<file path="src/rtl/flappy_pkg.sv">
// Shared types and constants for the 8x8 LED Flappy Bird datapath.
package flappy_pkg;

  localparam int unsigned ROWS = 8;
  localparam int unsigned COLS = 8;

  typedef logic [COLS-1:0][ROWS-1:0] frame_t;

  typedef enum logic [1:0] {
    IDLE,
    PLAY,
    OVER
  } game_state_e;

endpackage

</file>
<file path="src/rtl/pipe_field_pipe_gen.sv">
// Pseudo-random pipe column generator: an 8-bit LFSR picks where the gap opens.
module pipe_gen #(
  parameter int unsigned GAP  = 3,
  parameter logic [7:0]  SEED = 8'hA5
) (
  input  logic       clk,
  input  logic       reset,
  input  logic       advance,
  output logic [7:0] pipe_col
);

  logic [7:0] lfsr_q, lfsr_d;
  logic [3:0] base;
  logic [7:0] gap_mask;

  // Fold bases that would push the gap past the top row back down.
  always_comb begin
    base = {1'b0, lfsr_q[2:0]};
    if (base > 4'(8 - GAP)) base = base - 4'(GAP);
    for (int r = 0; r < 8; r++) begin
      gap_mask[r] = (4'(r) >= base) && (4'(r) < base + 4'(GAP));
    end
    pipe_col = ~gap_mask;
  end

  always_comb begin
    lfsr_d = lfsr_q;
    if (advance) lfsr_d = {lfsr_q[6:0], lfsr_q[7] ^ lfsr_q[5] ^ lfsr_q[4] ^ lfsr_q[3]};
  end

  always_ff @(posedge clk) begin
    if (reset) lfsr_q <= SEED;
    else       lfsr_q <= lfsr_d;
  end

endmodule

</file>
<file path="src/rtl/pipe_field.sv">
// Pipe field: scrolls random pipes right-to-left, detects bird collisions, keeps score,
// and composites the bird onto the pipe buffer for the LED driver.
module pipe_field
  import flappy_pkg::*;
#(
  parameter int unsigned TICK_DIV = 192,
  parameter int unsigned GAP      = 3,
  parameter int unsigned SPACING  = 4,
  parameter logic [7:0]  SEED     = 8'hA5
) (
  input  logic       clk,
  input  logic       reset,
  input  logic       start,
  input  frame_t     bird_loc,
  input  logic       bird_lose,
  output frame_t     frame,
  output logic       game_over,
  output logic [7:0] score
);

  localparam int unsigned TW = (TICK_DIV > 1) ? $clog2(TICK_DIV) : 1;
  localparam int unsigned SW = (SPACING > 1) ? $clog2(SPACING) : 1;

  game_state_e state_q, state_d;
  frame_t      obs_q, obs_d;
  logic [TW-1:0] tick_cnt_q, tick_cnt_d;
  logic [SW-1:0] spawn_cnt_q, spawn_cnt_d;
  logic [7:0]  score_q, score_d;
  logic        game_over_q, game_over_d;
  logic        tick, hit, advance;
  logic [7:0]  pipe_col;

  pipe_gen #(
    .GAP  (GAP),
    .SEED (SEED)
  ) u_pipe_gen (
    .clk      (clk),
    .reset    (reset),
    .advance  (advance),
    .pipe_col (pipe_col)
  );

  assign tick = (tick_cnt_q == TW'(TICK_DIV - 1));
  assign hit  = |(bird_loc[0] & obs_q[0]);

  always_comb begin
    state_d     = state_q;
    obs_d       = obs_q;
    tick_cnt_d  = tick_cnt_q;
    spawn_cnt_d = spawn_cnt_q;
    score_d     = score_q;
    game_over_d = game_over_q;
    advance     = 1'b0;
    unique case (state_q)
      IDLE: begin
        if (start) begin
          state_d     = PLAY;
          tick_cnt_d  = '0;
          spawn_cnt_d = '0;
        end
      end
      PLAY: begin
        // A collision or floor hit pre-empts any scroll scheduled for this cycle.
        if (hit || bird_lose) begin
          state_d     = OVER;
          game_over_d = 1'b1;
        end else begin
          tick_cnt_d = tick ? '0 : tick_cnt_q + 1'b1;
          if (tick) begin
            for (int c = 0; c < 7; c++) obs_d[c] = obs_q[c+1];
            advance     = (spawn_cnt_q == '0);
            obs_d[7]    = advance ? pipe_col : 8'h00;
            spawn_cnt_d = (spawn_cnt_q == SW'(SPACING - 1)) ? '0 : spawn_cnt_q + 1'b1;
            if (|obs_q[0] && score_q != 8'hFF) score_d = score_q + 8'd1;
          end
        end
      end
      OVER: ;
      default: state_d = IDLE;
    endcase
  end

  always_ff @(posedge clk) begin
    if (reset) begin
      state_q     <= IDLE;
      obs_q       <= '0;
      tick_cnt_q  <= '0;
      spawn_cnt_q <= '0;
      score_q     <= '0;
      game_over_q <= 1'b0;
    end else begin
      state_q     <= state_d;
      obs_q       <= obs_d;
      tick_cnt_q  <= tick_cnt_d;
      spawn_cnt_q <= spawn_cnt_d;
      score_q     <= score_d;
      game_over_q <= game_over_d;
    end
  end

  always_comb begin
    for (int c = 0; c < 8; c++) frame[c] = obs_q[c] | bird_loc[c];
  end

  assign game_over = game_over_q;
  assign score     = score_q;

endmodule

</file>
<file path="config.mk">
export PLATFORM = sky130hd
export DESIGN_NAME = pipe_field
export DESIGN_NICKNAME = d
export VERILOG_FILES = /design/src/rtl/flappy_pkg.sv /design/src/rtl/pipe_field_pipe_gen.sv /design/src/rtl/pipe_field.sv
export SDC_FILE = /design/constraint.sdc
export NUM_CORES = 1
export LEC_CHECK = 0
export BUFFER_PORTS_ARGS = -buffer_cell sky130_fd_sc_hd__buf_2
export CORE_UTILIZATION = 34
export DETAILED_ROUTE_END_ITERATION = 16
export PLACE_DENSITY = 0.65
export REMOVE_ABC_BUFFERS = 1
export SLEW_MARGIN = 20
export SYNTH_ARGS = -nofsm -noshare
export SYNTH_HDL_FRONTEND = slang
export SYNTH_HIERARCHICAL = 1
export SYNTH_SLANG_ARGS = --single-unit
</file>
<file path="constraint.sdc">
create_clock -name clk -period 2.9 [get_ports clk]
set_input_delay 0.435 -clock clk [delete_from_list [all_inputs] [get_ports clk]]
set_output_delay 0.435 -clock clk [all_outputs]
set_load 0.05 [all_outputs]
</file>
==> results.md <==
* Ys flop type: dfxtp_1
* FF-to-FF path depth at 7
* Avg Cell Area, Syn at roughly 7.9 um^2
* DR pass1 iterations at 6
* Die X-Extent at about 110 um
* Hold-fix buffers, CTS at 0
* Antenna viol nets, final at 0
* Site row count at 40
* Status: completed
* Register area at 1860 um^2
* Flops & latches, synth at between 90 and 100
* Final nets at 742
* Critical path type: register to register
* Hold crit path type: register to register
* Area Growth Syn to Fin at 27.3%
* Worst Path Max Fanout at 51
* Hold Crit Depth at 2
* Synth cell types at 51
* Commonest cells post-synth: 133 x nand2_1, 93 x dfxtp_1, 73 x a21oi_1, 64 x or2_2, 19 x nor2_1
* Final WL at 10.1 mm
* Post-route insts no fill at ~840
* # resized after CTS at 0
* CP endpoint kind: register
* Worst Clk Skew at just over 0.007 ns
* H-tree depth at 3
* Cell accounting for the most synthesized area: dfxtp_1
* Die area at between 10000 and 15000 um^2
* CTS buffer count at 9
* Core footprint at between 10000 and 15000 um^2
* Synth warn at 6
* Clock transition at the registers of the reported paths at 0.06 ns
* Die height at ~110 um
* Synth area leaders: dfxtp_1 44%, nand2_1 12%, or2_2 9.4%, a21oi_1 8.6%, ha_1 2.6%
* Largest net degree at the start of global routing at 52
* Pins over their slew limit at 0
* First-pass GRT wire length at 16.3 mm
* Multi-input gate area at roughly 2200 um^2
* DP Cell Count at 822
* GRT overflow at 0
* Leakage at 2.27 nW
* Drt drc at 0
* DR iter-0 viols at around 240
* Initial Util at 35.1%
* Via-to-Cell Ratio at between 4 and 5
* Vias at just over 4k
* Peak Freq at around 440 MHz
* Asr flop ratio synth at 0%
* Post-DP HPWL at between 7 and 8 mm
* Most numerous cell in the Yosys netlist: nand2_1
* Worst relative slew slack at 58.4%
* Hold Vio Cnt, Final at 0
* Post-Synthesis Cell Area at 4250 um^2
* MaxCap Viol Count at 0
* CP required at approximately 3.2 ns
* Layout cells sized above 1 at 35.3%
* Peak supply drop at approximately 210 uV
* Part of the cycle the worst path needs at approximately four fifths
* Startpoint Class: register
* Least-Margin Pin Slew at 0.619 ns
* IO Pins at between 100 and 150
* IO buf count at 140
* GP Congestion at roughly 0.83
* Sequential fraction of the synthesis area at between 40% and 50%
* Vias in the first global route at around 3.6k
* Cell Pwr Density at approximately 530 nW/um^2
* Total negative slack at 0 ns
* Post-CTS Setup Inserts at 0
* Fillers at about 1.2k
* Final min period at between 2 and 2.5 ns
* Post-synth EDFFs at 0
* Clk sinks at between 90 and 100
* CTS Root Cell: clkbuf_16
* # setup viols final at 0
* Share of the synthesized area in the top cell type at approximately 44%
* Routed WL per cell at 12.0 um
* Clk_lat worst skew at around 0.33 ns
* Initial antenna violation count at 0
* Clk buf depth at 2
* Ant. Diodes at 0
* Mapped Cells at around 540
* CTS tree: done
* RSZ-0062 raised after global routing: false
* Tot GR Track Use at ~16%
* Arrival @ worst endpoint at between 2 and 3 ns
## path summary, 6_finish.rpt
path            startpoint        end  slack [ns]
max reg2reg  tick_cnt_q[0]  obs_q[58]        0.61
min              obs_q[26]  obs_q[26]        0.47
min reg2reg      obs_q[26]  obs_q[26]        0.47
max          tick_cnt_q[0]  obs_q[58]        0.61
## logic make-up after synthesis
family	count (synthesis)	share of synthesized area [%]
buffers and inverters	39	4.21
adders and majority gates	9	2.65
and+or+nand+nor	267	30.6
muxes	9	2.27
AOI/OAI and AO/OA	113	14.9
DFF	93	43.8
xor gates and xnor gates	7	1.62
## stage by stage
step	setup WS [ns]	hold slack [ns]	power, W	utilization (%)	area [um^2]
finish	0.606	0.465	0.00288	44.7	5410
global route	0.391	0.492	0.00299	44.7	5410
CTS	0.597	0.466	0.00292	44.7	5410
detailed placement	0.604	0.459	0.00166	42.0	5090
global placement	0.664	0.456	0.00166	42.0	5090
floorplan	-0.0831	0.434	0.00155	-	4120
## placed cells by master (no fill, tap or decap), types with 11 or more instances in the layout
cell type / count
buf_2: 140
nand2_1: 133
dfxtp_1: 93
a21oi_1: 73
or2_2: 64
nor2_1: 19
o21ai_0: 17
nand3_1: 15
inv_1: 11
## flip-flops by register name, summed over array words and instances (netlist names)
name	flops
obs_q	64
score	8
tick_cnt_q	8
u_pipe_gen/lfsr_q	8
spawn_cnt_q	2
state_q	2
game_over	1
## final cells by class
| type | instances | area share, % |
|---|---|---|
| clock inverters | 5 | 1.55 |
| inverters | 12 | 0.832 |
| clock buffers | 10 | 4.42 |
| repair buffers | 144 | 14.0 |
| well taps | 168 | 3.88 |
| multi-input cells | 405 | 40.9 |
| flip-flops and latches | 93 | 34.4 |
## per-layer routing
layer	GRT usage, %	share of wire, %	wire length, um	up-vias
met1	19.5	46	4610	1879
met4	4.50	0.72	72	0
li1	-	-	-	2048
met5	0	0	0	-
met2	26.4	49	4970	100
met3	3.88	4.1	408	6
## power by group
part / leakage [nW] / internal (W) / switching, W
clock network: 0.151 / 0.000777 / 0.000475
logic: 1.37 / 0.000105 / 0.000242
registers: 0.749 / 0.00128 / 0.00000358
total: 2.27 / 0.00216 / 0.000721
## worst max-delay path: stages (launching register included)
cell	delay (ns)
dfxtp_1	0.38
ha_1	0.24
nand3_1	0.19
nor2_1	0.36
and3_2	0.48
buf_12	0.29
nand3_1	0.12
a21oi_1	0.16
Note: power is estimated with default switching activity, not from simulation.
